$ cat src/rtl/dev_bridge.sv
// ============================================================================
// Module   : dev_bridge
// Purpose  : CPU-to-device request bridge. Decodes cpu_addr[5:4] into a
//            one-hot select across four devices, waits for the selected
//            device's ack, and returns read data plus an error flag to the CPU.
//            Optional WAIT timeout is enabled with `define DEV_BRIDGE_TIMEOUT_EN.
// Revision : 1.0 - initial release
// ============================================================================
`default_nettype none

module dev_bridge #(
    parameter int unsigned TIMEOUT_CYCLES = 16
) (
    input  logic        clk,
    input  logic        reset_n,
    input  logic        cpu_req,
    input  logic        cpu_we,
    input  logic [31:0] cpu_addr,
    input  logic [31:0] cpu_wdata,
    output logic        cpu_busy,
    output logic        cpu_done,
    output logic [31:0] cpu_rdata,
    output logic        cpu_err,
    output logic [3:0]  dev_sel,
    output logic        dev_we,
    output logic [3:0]  dev_addr,
    output logic [31:0] dev_wdata,
    input  logic [3:0]  dev_ack,
    input  logic [31:0] dev_rdata0,
    input  logic [31:0] dev_rdata1,
    input  logic [31:0] dev_rdata2,
    input  logic [31:0] dev_rdata3
);

    typedef enum logic [1:0] {
        ST_IDLE = 2'd0,
        ST_WAIT = 2'd1,
        ST_DONE = 2'd2
    } state_t;

    generate
        if (TIMEOUT_CYCLES < 2 || TIMEOUT_CYCLES > 255) begin : g_param_check
            $error("dev_bridge: TIMEOUT_CYCLES must be in 2..255");
        end
    endgenerate

    state_t      state_q, state_d;
    logic [3:0]  dev_sel_q, dev_sel_d;
    logic        dev_we_q, dev_we_d;
    logic [3:0]  dev_addr_q, dev_addr_d;
    logic [31:0] dev_wdata_q, dev_wdata_d;
    logic [31:0] rdata_q, rdata_d;
    logic        err_q, err_d;

    logic        w_ack_hit;
    logic [31:0] w_sel_rdata;

`ifdef DEV_BRIDGE_TIMEOUT_EN
    localparam logic [7:0] c_tmo_last = 8'(TIMEOUT_CYCLES - 1);
    logic [7:0] tmo_cnt_q, tmo_cnt_d;
`endif

    // dev_sel_q is one-hot during WAIT, so an AND-OR mux picks the live device.
    assign w_ack_hit   = |(dev_ack & dev_sel_q);
    assign w_sel_rdata = ({32{dev_sel_q[0]}} & dev_rdata0)
                       | ({32{dev_sel_q[1]}} & dev_rdata1)
                       | ({32{dev_sel_q[2]}} & dev_rdata2)
                       | ({32{dev_sel_q[3]}} & dev_rdata3);

    always_comb begin
        state_d     = state_q;
        dev_sel_d   = dev_sel_q;
        dev_we_d    = dev_we_q;
        dev_addr_d  = dev_addr_q;
        dev_wdata_d = dev_wdata_q;
        rdata_d     = rdata_q;
        err_d       = err_q;
`ifdef DEV_BRIDGE_TIMEOUT_EN
        tmo_cnt_d   = tmo_cnt_q;
`endif
        case (state_q)
            ST_IDLE: begin
                if (cpu_req) begin
                    if (cpu_addr[31:6] == 26'd0) begin
                        dev_we_d    = cpu_we;
                        dev_addr_d  = cpu_addr[3:0];
                        dev_wdata_d = cpu_wdata;
                        dev_sel_d   = 4'b0001 << cpu_addr[5:4];
`ifdef DEV_BRIDGE_TIMEOUT_EN
                        tmo_cnt_d   = 8'd0;
`endif
                        state_d     = ST_WAIT;
                    end else begin
                        err_d   = 1'b1;
                        rdata_d = 32'd0;
                        state_d = ST_DONE;
                    end
                end
            end
            ST_WAIT: begin
                if (w_ack_hit) begin
                    rdata_d   = dev_we_q ? 32'd0 : w_sel_rdata;
                    err_d     = 1'b0;
                    dev_sel_d = 4'd0;
                    state_d   = ST_DONE;
                end
`ifdef DEV_BRIDGE_TIMEOUT_EN
                else if (tmo_cnt_q == c_tmo_last) begin
                    rdata_d   = 32'd0;
                    err_d     = 1'b1;
                    dev_sel_d = 4'd0;
                    state_d   = ST_DONE;
                end else begin
                    tmo_cnt_d = tmo_cnt_q + 8'd1;
                end
`endif
            end
            ST_DONE: begin
                state_d = ST_IDLE;
            end
            default: begin
                state_d = ST_IDLE;
            end
        endcase
    end

    always_ff @(posedge clk or negedge reset_n) begin
        if (!reset_n) begin
            state_q     <= ST_IDLE;
            dev_sel_q   <= 4'd0;
            dev_we_q    <= 1'b0;
            dev_addr_q  <= 4'd0;
            dev_wdata_q <= 32'd0;
            rdata_q     <= 32'd0;
            err_q       <= 1'b0;
        end else begin
            state_q     <= state_d;
            dev_sel_q   <= dev_sel_d;
            dev_we_q    <= dev_we_d;
            dev_addr_q  <= dev_addr_d;
            dev_wdata_q <= dev_wdata_d;
            rdata_q     <= rdata_d;
            err_q       <= err_d;
        end
    end

`ifdef DEV_BRIDGE_TIMEOUT_EN
    always_ff @(posedge clk or negedge reset_n) begin
        if (!reset_n) begin
            tmo_cnt_q <= 8'd0;
        end else begin
            tmo_cnt_q <= tmo_cnt_d;
        end
    end
`endif

    assign cpu_busy  = (state_q == ST_WAIT) || (state_q == ST_DONE);
    assign cpu_done  = (state_q == ST_DONE);
    assign cpu_rdata = rdata_q;
    assign cpu_err   = err_q;
    assign dev_sel   = dev_sel_q;
    assign dev_we    = dev_we_q;
    assign dev_addr  = dev_addr_q;
    assign dev_wdata = dev_wdata_q;

endmodule

`default_nettype wire

$ cat config.mk
export PLATFORM = sky130hd
export DESIGN_NAME = dev_bridge
export DESIGN_NICKNAME = d
export VERILOG_FILES = /design/src/rtl/dev_bridge.sv
export SDC_FILE = /design/constraint.sdc
export NUM_CORES = 1
export LEC_CHECK = 0
export ABC_AREA = 1
export CORE_AREA = 2 2 108 110
export DETAILED_ROUTE_END_ITERATION = 16
export DIE_AREA = 0 0 110 112
export DONT_BUFFER_PORTS = 1
export GPL_TIMING_DRIVEN = 0
export PLACE_DENSITY_LB_ADDON = 0.05
export SETUP_SLACK_MARGIN = 0.5
export SKIP_LAST_GASP = 1
export SLEW_MARGIN = 20
export SYNTH_ARGS = -nofsm -noshare
export SYNTH_HDL_FRONTEND = slang
export SYNTH_SLANG_ARGS = --single-unit
$ cat constraint.sdc
create_clock -name clk -period 2.43 [get_ports clk]
set_input_delay 0.243 -clock clk [delete_from_list [all_inputs] [get_ports clk]]
set_output_delay 0.243 -clock clk [all_outputs]
set_load 0.02 [all_outputs]
==> results by stage, run 1 <==
Outcome:
- The flow ran to the end, but the final reports show violations.
- The checks that failed: negative hold slack.

Power:
- The internal portion of the total power is 2.77 mW.
- Net switching is 40.2% of the power.
- Across the VDD grid, the largest voltage drop is between 0.4 and 0.5 mV.
- Dividing total power by cell area gives a power density of between 900 and 1000 nW/um^2.
- The part of the power in combinational logic is 38.5%.
- The net switching power figure is ~1.9 mW.
- The sequential power share is 30.4%.
- The total leakage power is around 2.5 nW.
- The clock network accounts for roughly 31% of the total power.

Synthesis:
- The post-synthesis net count is 801.
- Measured against the total synthesized area, the mux share comes to 0%.
- Of the total synthesized cell area, the portion taken by AND, OR, NAND and NOR gates is between 40% and 50%.
- Among all flip-flop cells after synthesis, the most frequent one is sky130_fd_sc_hd__dfrtp_1.
- By area the synthesized netlist is led by sky130_fd_sc_hd__dfrtp_1 (44%), sky130_fd_sc_hd__nand2_1 (23%), sky130_fd_sc_hd__nand3_1 (8.4%).
- The area share of the largest cell type after synthesis is 44.1%.
- Counting flops and latches in the post-synthesis netlist gives 76.
- The async set or reset register ratio after synthesis is 100%.
- The synthesized design contains 0 enable-type register cells.
- The number of different library cells used by synthesis comes to 21.
- By count the netlist is led by sky130_fd_sc_hd__nand2_1 (260), sky130_fd_sc_hd__dfrtp_1 (76), sky130_fd_sc_hd__nand3_1 (72).
- The number of instances in the synthesized netlist is 598.
- The post-synthesis area per instance is around 7.2 sq um.
- The share of the synthesized area in compound gates (AO/OA/AOI/OAI) is 4.44%.
- The share of the synthesized netlist area taken by xor and xnor gates is 0%.
- The synthesis warning total is 0.
- sky130_fd_sc_hd__nand2_1 is the most common cell in the netlist.
- The dominant combinational cell family by area after synthesis is simple AND/OR/NAND/NOR gates.
- The cell area after synthesis is 4310 sq um.
- Of all cell types, the one taking the most synthesized area is sky130_fd_sc_hd__dfrtp_1.
- Sequential cells were found to cover 44.1% of the synthesized design area.
- Summing the areas of all fa, ha and maj instances in the mapped netlist gives 0.870% of the synthesized area.

Timing:
- The number of pins with negative max-slew slack in the final report is 0.
- The highest attainable clock frequency is 556 MHz.
- The transition time at the pin with the least slew margin is 0.498 ns.
- The number of hold violations in the final report came to between 70 and 80.
- The setup TNS is 0 ns.
- Setup repair after global routing left no endpoint under its margin.
- The ratio of final minimum period to clock period is 74.1%.
- Across the routed clock network, the largest skew measured is 0.00716 ns.
- The worst-case headroom to the max-slew limit is roughly two thirds.
- The tightest hold path in the finished design has a slack of -0.403 ns.
- Counting I/O delays and the setup requirement, the final critical path takes 1.80 ns.
- Setup violations remaining at the end of the flow were counted as 0.

Global routing:
- The first-pass GRT wire length is 21,800 um.
- The pin count of the biggest net entering global routing is 77.
- The via count of the first global-routing pass came to approximately 4.1k.
- The initial antenna violation count came to 0.
- For this run the aggregate overflow at the end of global routing stands at 0.
- The aggregate global-route resource usage is 23.2%.

Floorplanning:
- Measured along the x axis, the die boundary spans 110 um.
- The floorplan step defined a core boundary enclosing 11,200 sq um.
- The initial core utilization is 38.6%.
- The number of placement rows is 39.
- The overall die area is 12,300 sq um.
- The total I/O pin count is 276.
- The chip height is 112 um.

Clock tree:
- The post-CTS setup repair buffer count is 0.
- The clock tree synthesis step divided the H-tree into 3 levels.
- TritonCTS built the clock tree.
- The clock insertion delay at the later pin of the skew report is ~0.34 ns.
- The clock tree root driver cell is sky130_fd_sc_hd__clkbuf_16.
- The clock-pin transition on the worst setup and hold timing paths is 0.06 ns.
- The number of clock buffers inserted by TritonCTS is 9.
- The clock sink total is 76.
- The maximum root-to-sink buffer count is 2.

Layout:
- The number of antenna repair diodes is 0.
- In the final design database the tool counted 812 nets.
- The design area is 4810 sq um.
- The fraction of final layout cells sized beyond drive strength 1 is 9.93%.
- The area overhead of the layout relative to synthesis is 11.6%.

Worst setup path:
- The kind of end point of the critical path is a flip-flop.
- In this run the worst path has a maximum fanout of 10.
- STA puts the critical path data required time at between 2 and 3 ns.
- STA classifies the critical path startpoint as a flip-flop.
- At the worst endpoint, the arrival time is 2.07 ns.
- The kind of critical path is flip-flop to flip-flop.

Route:
- In the routed layout, each cell is associated on average with a via count of between 5 and 6.
- The DRC violation total after the first TritonRoute iteration is 245.
- The routed layout has between 4k and 5k vias.
- Dividing the detail-routed wire length by the instance count gives 18.6 um.
- After detailed routing, the total wire length is ~14,000 um.
- The detail route stage leaves a number of antenna-violating nets equal to 0.
- The first detailed-routing pass ran for 4 iterations.
- After detailed routing, the number of remaining DRC violations is 0.

Placed design:
- Once detailed placement completed, the half-perimeter wirelength came to 10,900 um.
- The post-detailed-placement cell area is 4490 sq um.
- The number of buffer cells added on primary ports is 0.
- The routability congestion estimate from global placement is 0.938.

Flow run:
- The number of max-cap violations is 0.

Min path:
- The worst min-delay path category is input port to asynchronous set/reset pin.
==> power groups by stage <==
stage | Combinational, mW | Sequential, mW | Clock (mW)
floorplan | 1.28 | 1.41 | 0
global placement | 1.76 | 1.42 | 0
detailed placement | 1.78 | 1.42 | 0
CTS | 1.79 | 1.40 | 1.47
global route | 2.01 | 1.41 | 1.52
finish | 1.78 | 1.41 | 1.44
==> cells in the final DEF, fill, tap and decap left out, types with 7 or more instances in the layout <==
| cell type | netlist | final |
|---|---|---|
| sky130_fd_sc_hd__dfrtp_1 | 76 | 74 |
| sky130_fd_sc_hd__clkbuf_16 | 0 | 9 |
| sky130_fd_sc_hd__a21oi_1 | 32 | 32 |
| sky130_fd_sc_hd__clkbuf_1 | 12 | 12 |
| sky130_fd_sc_hd__buf_2 | 19 | 19 |
| sky130_fd_sc_hd__inv_1 | 7 | 7 |
| sky130_fd_sc_hd__nand3_1 | 72 | 72 |
| sky130_fd_sc_hd__nand2_1 | 260 | 260 |
| sky130_fd_sc_hd__nor2_1 | 49 | 49 |
| sky130_fd_sc_hd__nand4_1 | 37 | 37 |
| sky130_fd_sc_hd__buf_6 | 11 | 11 |
==> cell type report <==
cell class / count / area (sq um)
multi-input combinational: 468 / 2090
fill: 1187 / 6360
clock inverter: 6 / 88.8
inverter: 8 / 30.0
clock buffer: 10 / 229
buffer: 46 / 295
sequential: 76 / 1900
tap: 143 / 179
==> what timing repair did <==
item / CTS / global route
setup endpoints to repair: 0 / 6
hold endpoints to repair: 76 / 76
gates resized for setup: 0 / 4
==> final timing paths <==
| path | startpoint | to | slack (ns) | depth (start not counted) |
|---|---|---|---|---|
| min reg2reg | state_q[0] | state_q[0] | 0.53 | 2 |
| max | state_q[1] | dev_wdata[26] | 0.63 | 7 |
| max reg2reg | state_q[1] | dev_wdata[26] | 0.63 | 7 |
| min | reset_n | cpu_rdata[10] | -0.40 | 0 |
| max in group asynchronous | reset_n | dev_addr[2] | 2.72 | 0 |
| min in group clk | cpu_wdata[27] | dev_wdata[27] | 0.05 | 2 |
==> kinds of logic after synthesis <==
logic type | Yosys count
adders and majority gates | 3
buffers and inverters | 54
DFF | 76
AOI/OAI and AO/OA | 35
and+or+nand+nor | 430
==> sequential cells by signal, indices dropped and copies added, names as in the netlist <==
register and cells:
cpu_err 1, cpu_rdata 32, dev_addr 4, dev_sel 4, dev_wdata 32, dev_we 1, state_q 2
==> layer usage <==
| metal | global-route usage, % | vias up | routed length [um] |
|---|---|---|---|
| met5 | 0 | - | 0 |
| met3 | 8.49 | 22 | 1480 |
| met4 | 7.51 | 0 | 253 |
| met1 | 31.1 | 1899 | 6080 |
| met2 | 34.5 | 195 | 6280 |
| li1 | - | 1981 | - |
==> critical path: stages (launching register included) <==
cell and delay, ns:
sky130_fd_sc_hd__dfrtp_1 0.38, sky130_fd_sc_hd__inv_1 0.10, sky130_fd_sc_hd__ha_1 0.15, sky130_fd_sc_hd__buf_4 0.15, sky130_fd_sc_hd__clkbuf_1 0.39, sky130_fd_sc_hd__buf_2 0.34, sky130_fd_sc_hd__nand4_1 0.12, sky130_fd_sc_hd__nand2_1 0.09
==> through the flow <==
step	total power, mW	instances	worst slack, ns	util, %	hold WS (ns)
final	4.63	757	0.630	43.1	-0.403
after global routing	4.94	757	0.505	43.1	-0.423
after detailed placement	3.20	741	0.541	40.2	-0.0504
after global placement	3.18	741	0.522	40.2	-0.0504
after CTS	4.66	757	0.513	43.1	-0.418
after floorplan	2.69	598	0.883	-	-0.0526
Note: power is estimated with default switching activity, not from simulation.
==> inputs of run 2 (changes only) <==
clock period = 1.7 ns   (was 2.43 ns; I/O delays follow)
==> results by stage, run 2 (same netlist as run 1, synthesis figures left out) <==
Layout:
- The design area is 5740 sq um.
- Cells fill 51.4% of the core in the end.
- The area overhead of the layout relative to synthesis is 33.0%.
- The finished layout holds 816 standard cells, fillers aside.
- The commonest non-fill, non-tap cell in the layout is sky130_fd_sc_hd__nand2_1.
- The final layout contains 870 nets.
- The fraction of final layout cells sized beyond drive strength 1 is 22.6%.
- The fill cell instance count of the final layout is 1,099.
- In the layout the commonest cells are sky130_fd_sc_hd__nand2_1 (212), sky130_fd_sc_hd__dfrtp_1 (73), sky130_fd_sc_hd__nand3_1 (69).

Clock tree:
- The hold-fix buffer count after cts is 33.
- At the later pin of the worst-skew pair, clock insertion delay measures 0.33 ns.
- TritonCTS built the clock tree.
- Clock-pin slew was measured on the worst setup and hold paths at ~0.070 ns.
- The clock passes through at most 2 buffers.
- The number of H-tree levels is 3.
- The number of clock buffers inserted by TritonCTS is 9.
- The tree is rooted in a sky130_fd_sc_hd__clkbuf_16.
- The clock sink total is 76.

Timing:
- The worst path setup slack after routing is 0.000117 ns.
- The clock arrives with around 0.01 ns of skew.
- The smallest clock period supported by the final layout is computed as 1.70 ns.
- The ratio of final minimum period to clock period is 100%.
- The worst hold slack across all endpoints is -0.467 ns.
- The setup TNS is 0 ns.
- The number of pins with negative max-slew slack in the final report is 0.
- The number of hold violations in the final report is 76.
- The number of endpoints failing setup at the final stage is 0.
- For the pin with the worst max-slew slack, the measured transition is 0.472 ns.
- Setup repair after global routing could not meet its margin everywhere.
- The worst-case headroom to the max-slew limit is 68.5%.
- For this run, the top clock speed supported by timing is just under 600 MHz.

Route:
- The routed length per instance is roughly 19 um.
- The number of nets with antenna violations after routing is 0.
- Summing over every cut layer, the via total after detailed routing is 4,501.
- The overall routed net length is 15,700 um.
- Before antenna repair, the detailed router went through 7 iterations.
- The DRC violation total after the first TritonRoute iteration is 390.
- In the routed design, unresolved DRC markers number 0.
- After detailed routing, the number of vias per cell comes to between 5 and 6.

Worst setup path:
- The data arrival time at the worst-slack endpoint is 1.96 ns.
- The worst register-to-register path begins at state_q[0].
- Walking the worst path, the cells encountered are inv_2, ha_4, buf_6, clkinv_4, nor2_2, o21bai_4, nor2_4, buf_12, buf_8, nand3_1, nand2_1.
- The worst setup path is launched from a flip-flop.
- The data required time at the worst endpoint is 1.96 ns.
- The highest net fanout along the worst path is 10.
- The flop-to-flop setup slack is 0.0001 ns.
- The destination of the worst register-to-register timing path is cpu_rdata[18].
- The kind of critical path is flip-flop to flip-flop.
- Grouping stages by cell kind, the critical path spends the most delay in buffers and inverters.
- The worst setup path is captured at a flip-flop.
- The largest single stage delay on the critical path is 0.40 ns.
- The worst register-to-register path has a depth of 11.
- The critical path contains buffers and inverters numbering 5 combined.
- The slowest stage of the critical path belongs to the cell sky130_fd_sc_hd__dfrtp_1.

Floorplanning:
- The region available for standard cell placement spans 11,200 sq um.
- The horizontal die dimension is 110 um.
- The overall die area is between 10,000 and 15,000 sq um.
- Once the floorplan was initialized, standard cells occupied around two fifths of the core.
- Measured along the y axis, the die boundary spans 112 um.
- The total I/O pin count is about 280.
- The number of placement rows is 39.

Power:
- The worst-case IR drop observed on VDD is 0.757 mV.
- In this run the power density over the cells is roughly 1300 nW/um^2.
- Overall power consumption after layout is estimated at roughly 7.6 mW.
- The total leakage power is around 2.8 nW.

Global routing:
- The leftover overflow at the end of global routing is 0.
- The via count of the first global-routing pass is 4,623.
- The first-pass GRT wire length is 24,400 um.
- The initial antenna violation count came to 1.
- The pin count of the biggest net entering global routing is 77.
- The aggregate global-route resource usage is ~26%.

Placed design:
- The placed cell count is ~740.
- Detailed placement finished with a half-perimeter wire length of 10,900 um.
- The worst setup slack before clock tree synthesis is -0.0940 ns.
- Buffers placed on the I/O ports in this run total 0.
- The routability congestion estimate from global placement is roughly 0.96.
- The post-detailed-placement cell area is 4510 sq um.

Flow run:
- The number of max-cap violations is 0.

Min path:
- The worst min-delay path category is input port to asynchronous set/reset pin.

Outcome:
- The checks that failed: negative hold slack.
- The flow ran to the end, but the final reports show violations.
-- run 2: worst max-delay path by stage --
stage | from | to | slack [ns] | cells past startpoint
after floorplan | state_q[0] | cpu_rdata[25] | 0.17 | 11
after global placement | dev_sel[3] | cpu_rdata[19] | -0.08 | 6
after detailed placement | state_q[0] | dev_wdata[19] | -0.09 | 7
after CTS | state_q[0] | cpu_rdata[18] | 0.03 | 11
after global routing | state_q[0] | cpu_rdata[19] | -0.08 | 11
final | state_q[0] | cpu_rdata[18] | 0.0001 | 11
-- run 2: final cells by class --
class                   count  area, sq um  area share [%]
inverters                   8         35.0           0.610
clock inverters             5         61.3            1.07
multi-input cells         469         2290            39.9
flip-flops and latches     76         1910            33.2
plain buffers              46          397            6.91
clock buffers              11          233            4.05
well taps                 143          179            3.12
diodes                      1         2.50          0.0436
repair buffers             57          638            11.1
-- run 2: where the power goes --
group / switching, mW / internal, mW
registers: 0.133 / 1.88
clock network: 0.782 / 1.14
logic: 2.07 / 1.56
-- run 2: what timing repair did --
action,CTS,global route
setup endpoints to repair,78,78
cloned,6,2
resized for setup,71,44
pin swaps,16,13
hold endpoints to repair,109,76
setup buffers,13,4
-- run 2: layer usage --
layer / routed length [um] / GRT usage, % / vias to the layer above
met4: 311 / 8.86 / 2
li1: - / - / 2096
met3: 1480 / 9.48 / 35
met2: 7250 / 38.8 / 236
met5: 46 / 2.52 / -
met1: 6600 / 33.4 / 2132
==> inputs of run 3 (changes only) <==
HOLD_SLACK_MARGIN = 0.08   (was not set)
==> results by stage, run 3 (same netlist as run 1, synthesis figures left out) <==
Layout:
- The library cells used most frequently in the layout, excluding fill and tap cells, are sky130_fd_sc_hd__nand2_1 (212), sky130_fd_sc_hd__dfrtp_1 (72), sky130_fd_sc_hd__nand3_1 (69).
- The final standard cell count with taps included and fillers excluded is 823.
- The design area is around 5800 sq um.
- The library cell used most frequently in the layout, excluding fill and tap cells, is sky130_fd_sc_hd__nand2_1.
- The fraction of final layout cells sized beyond drive strength 1 is 22.7%.
- The area overhead of the layout relative to synthesis is 35.1%.
- Cells fill about 52% of the core in the end.
- The fill cell instance count of the final layout is approximately 1.1k.
- The layout net count is 877.

Timing:
- Setup repair after global routing could not meet its margin everywhere.
- After routing, the total negative slack on setup checks comes to -0.0403 ns.
- The number of hold violations in the final report is 76.
- Final hold analysis gives a worst-case slack of -0.468 ns.
- The number of endpoints failing setup at the final stage is 3.
- Timing would allow up to ~580 MHz.
- The clock skew is 0.0110 ns.
- The ratio of final minimum period to clock period is 102%.
- Counting I/O delays and the setup requirement, the final critical path takes 1.73 ns.
- After layout, the worst setup slack is -0.0279 ns.
- The number of pins with negative max-slew slack in the final report is 0.
- Measured against its own limit, the worst slew margin works out to 67.6%.
- For the pin with the worst max-slew slack, the measured transition is between 0.4 and 0.5 ns.

Worst setup path:
- The startpoint identified for the worst register-to-register timing path is state_q[0].
- The kind of end point of the critical path is a flip-flop.
- For the worst flop-to-flop path, the logic depth is 11.
- Setup slack on the worst reg-to-reg path comes out at -0.03 ns.
- The data arrival time at the worst-slack endpoint is 1.99 ns.
- The critical path endpoint is cpu_rdata[18].
- At the worst endpoint, the required time is 1.96 ns.
- Of all nets on the critical path, the largest fanout is 10.
- The startpoint of the worst setup timing path is state_q[0].
- The worst register-to-register path ends at cpu_rdata[18].
- The kind of critical path is flip-flop to flip-flop.
- The startpoint type of the worst setup path is a flip-flop.

Floorplanning:
- The total I/O pin count is around 280.
- The die is 112 um tall.
- The overall die area is 12,300 sq um.
- The horizontal die dimension is 110 um.
- After floorplanning, the core was divided into 39 placement rows.
- The initial core utilization is 38.6%.
- After floorplanning, the core was sized to cover 11,200 sq um.

Global routing:
- The via count of the first global-routing pass is 4,655.
- Across every metal layer, demand over resource in global routing totals 25.9%.
- Global routing finished with a remaining overflow of 0.
- Entering global routing, the biggest net connects 77 pins.
- The initial antenna violation count came to 1.
- The first global-routing pass estimated 24,600 um of wire.

Outcome:
- The checks that failed: negative hold slack, negative setup slack.
- The flow ran to the end, but the final reports show violations.

Route:
- The total DRC errors in the routed layout is 0.
- The number of search-and-repair iterations in the first detailed-routing pass is 5.
- The DRC violation total after the first TritonRoute iteration is 365.
- The number of vias in the routed layout is 4,546.
- The number of nets with antenna violations after routing is 0.
- The overall routed net length is 15,800 um.
- Dividing the detail-routed via count by the number of cells gives between 5 and 6.
- In the final routed layout, each cell accounts on average for roughly 19 um.

Placed design:
- The final HPWL from detailed placement is 10,900 um.
- The post-detailed-placement cell area is 4510 sq um.
- Including well taps, the total number of placed cells is 741.
- The count of buffers added on input and output ports is 0.
- At the end of routability-driven placement, the weighted congestion stood at 0.963.

Clock tree:
- The clock passes through at most 2 buffers.
- The clock net in this run drives a total of 76 sinks.
- The clock reaches the later pin of the worst-skew pair after roughly 0.33 ns.
- The H-tree was split into 3 levels.
- The number of clock buffers inserted by TritonCTS is 9.
- The tree is rooted in a sky130_fd_sc_hd__clkbuf_16.
- The clock tree from TritonCTS is done.
- The clock-pin transition on the worst setup and hold timing paths is roughly 0.07 ns.
- Hold repair after CTS inserted 39 buffers.

Min path:
- The worst hold path belongs to the class input port to asynchronous set/reset pin.

Power:
- Overall power consumption after layout is estimated at 7.63 mW.
- The peak supply drop is 0.770 mV.
- The total leakage power is 2.88 nW.
- The power density over the cells is ~1300 nW/um^2.

Flow run:
- The number of max-cap violations is 0.
run 3: worst min-delay path by stage:
stage / depth (start not counted) / slack [ns] / to
floorplan: 0 / -0.13 / cpu_err
global placement: 0 / -0.12 / cpu_rdata[7]
detailed placement: 0 / -0.12 / cpu_rdata[5]
CTS: 0 / -0.48 / cpu_rdata[19]
global route: 0 / -0.49 / dev_wdata[11]
finish: 0 / -0.47 / cpu_rdata[5]
run 3: metrics by stage:
| step | worst slack [ns] | hold WS (ns) |
|---|---|---|
| 6_report | -0.0279 | -0.468 |
| 5_1_grt | -0.0980 | -0.486 |
| 4_1_cts | 0.0279 | -0.481 |
| 3_5_place_dp | -0.0940 | -0.124 |
| 3_3_place_gp | -0.0766 | -0.123 |
| 2_1_floorplan | 0.172 | -0.126 |
run 3: repair_timing:
action | 4_1_cts | 5_1_grt
setup buffers | 13 | 5
endpoints found under the setup margin | 78 | 78
hold endpoints to repair | 116 | 76
resized for setup | 71 | 49
gates cloned | 6 | 2
pin swaps | 16 | 13
run 3: cell type report:
cell class / instances / area [sq um] / share of cell area [%]
antenna: 1 / 2.50 / 0.0429
clock inverter: 5 / 61.3 / 1.05
clock buffer: 11 / 233 / 3.99
buffer: 46 / 399 / 6.85
multi-input combinational: 469 / 2300 / 39.5
inverter: 8 / 35.0 / 0.601
timing repair buffer: 64 / 709 / 12.2
tap: 143 / 179 / 3.07
sequential: 76 / 1910 / 32.7
run 3: layer usage:
layer	routed length (um)	track usage, %	share of wire [%]	vias up
li1	-	-	-	2110
met1	6670	33.9	42	2166
met2	7220	39.1	46	235
met3	1520	9.37	9.6	33
met4	323	8.86	2.0	2
met5	46	2.52	0.29	-
run 3: critical path, stage by stage (launching register included):
cell                       delay, ns
sky130_fd_sc_hd__dfrtp_2        0.42
sky130_fd_sc_hd__inv_2          0.08
sky130_fd_sc_hd__ha_4           0.16
sky130_fd_sc_hd__buf_6          0.12
sky130_fd_sc_hd__clkinv_4       0.04
sky130_fd_sc_hd__nor2_2         0.03
sky130_fd_sc_hd__o21bai_4       0.18
sky130_fd_sc_hd__nor2_4         0.15
sky130_fd_sc_hd__buf_12         0.16
sky130_fd_sc_hd__buf_8          0.14
sky130_fd_sc_hd__nand3_1        0.10
sky130_fd_sc_hd__nand2_1        0.09
run 3: power by group:
group          switching, mW  internal (mW)  leakage [nW]  total [mW]
Clock                  0.785           1.14         0.132        1.93
Combinational           2.09           1.59          1.70        3.68
Sequential             0.132           1.88          1.05        2.02
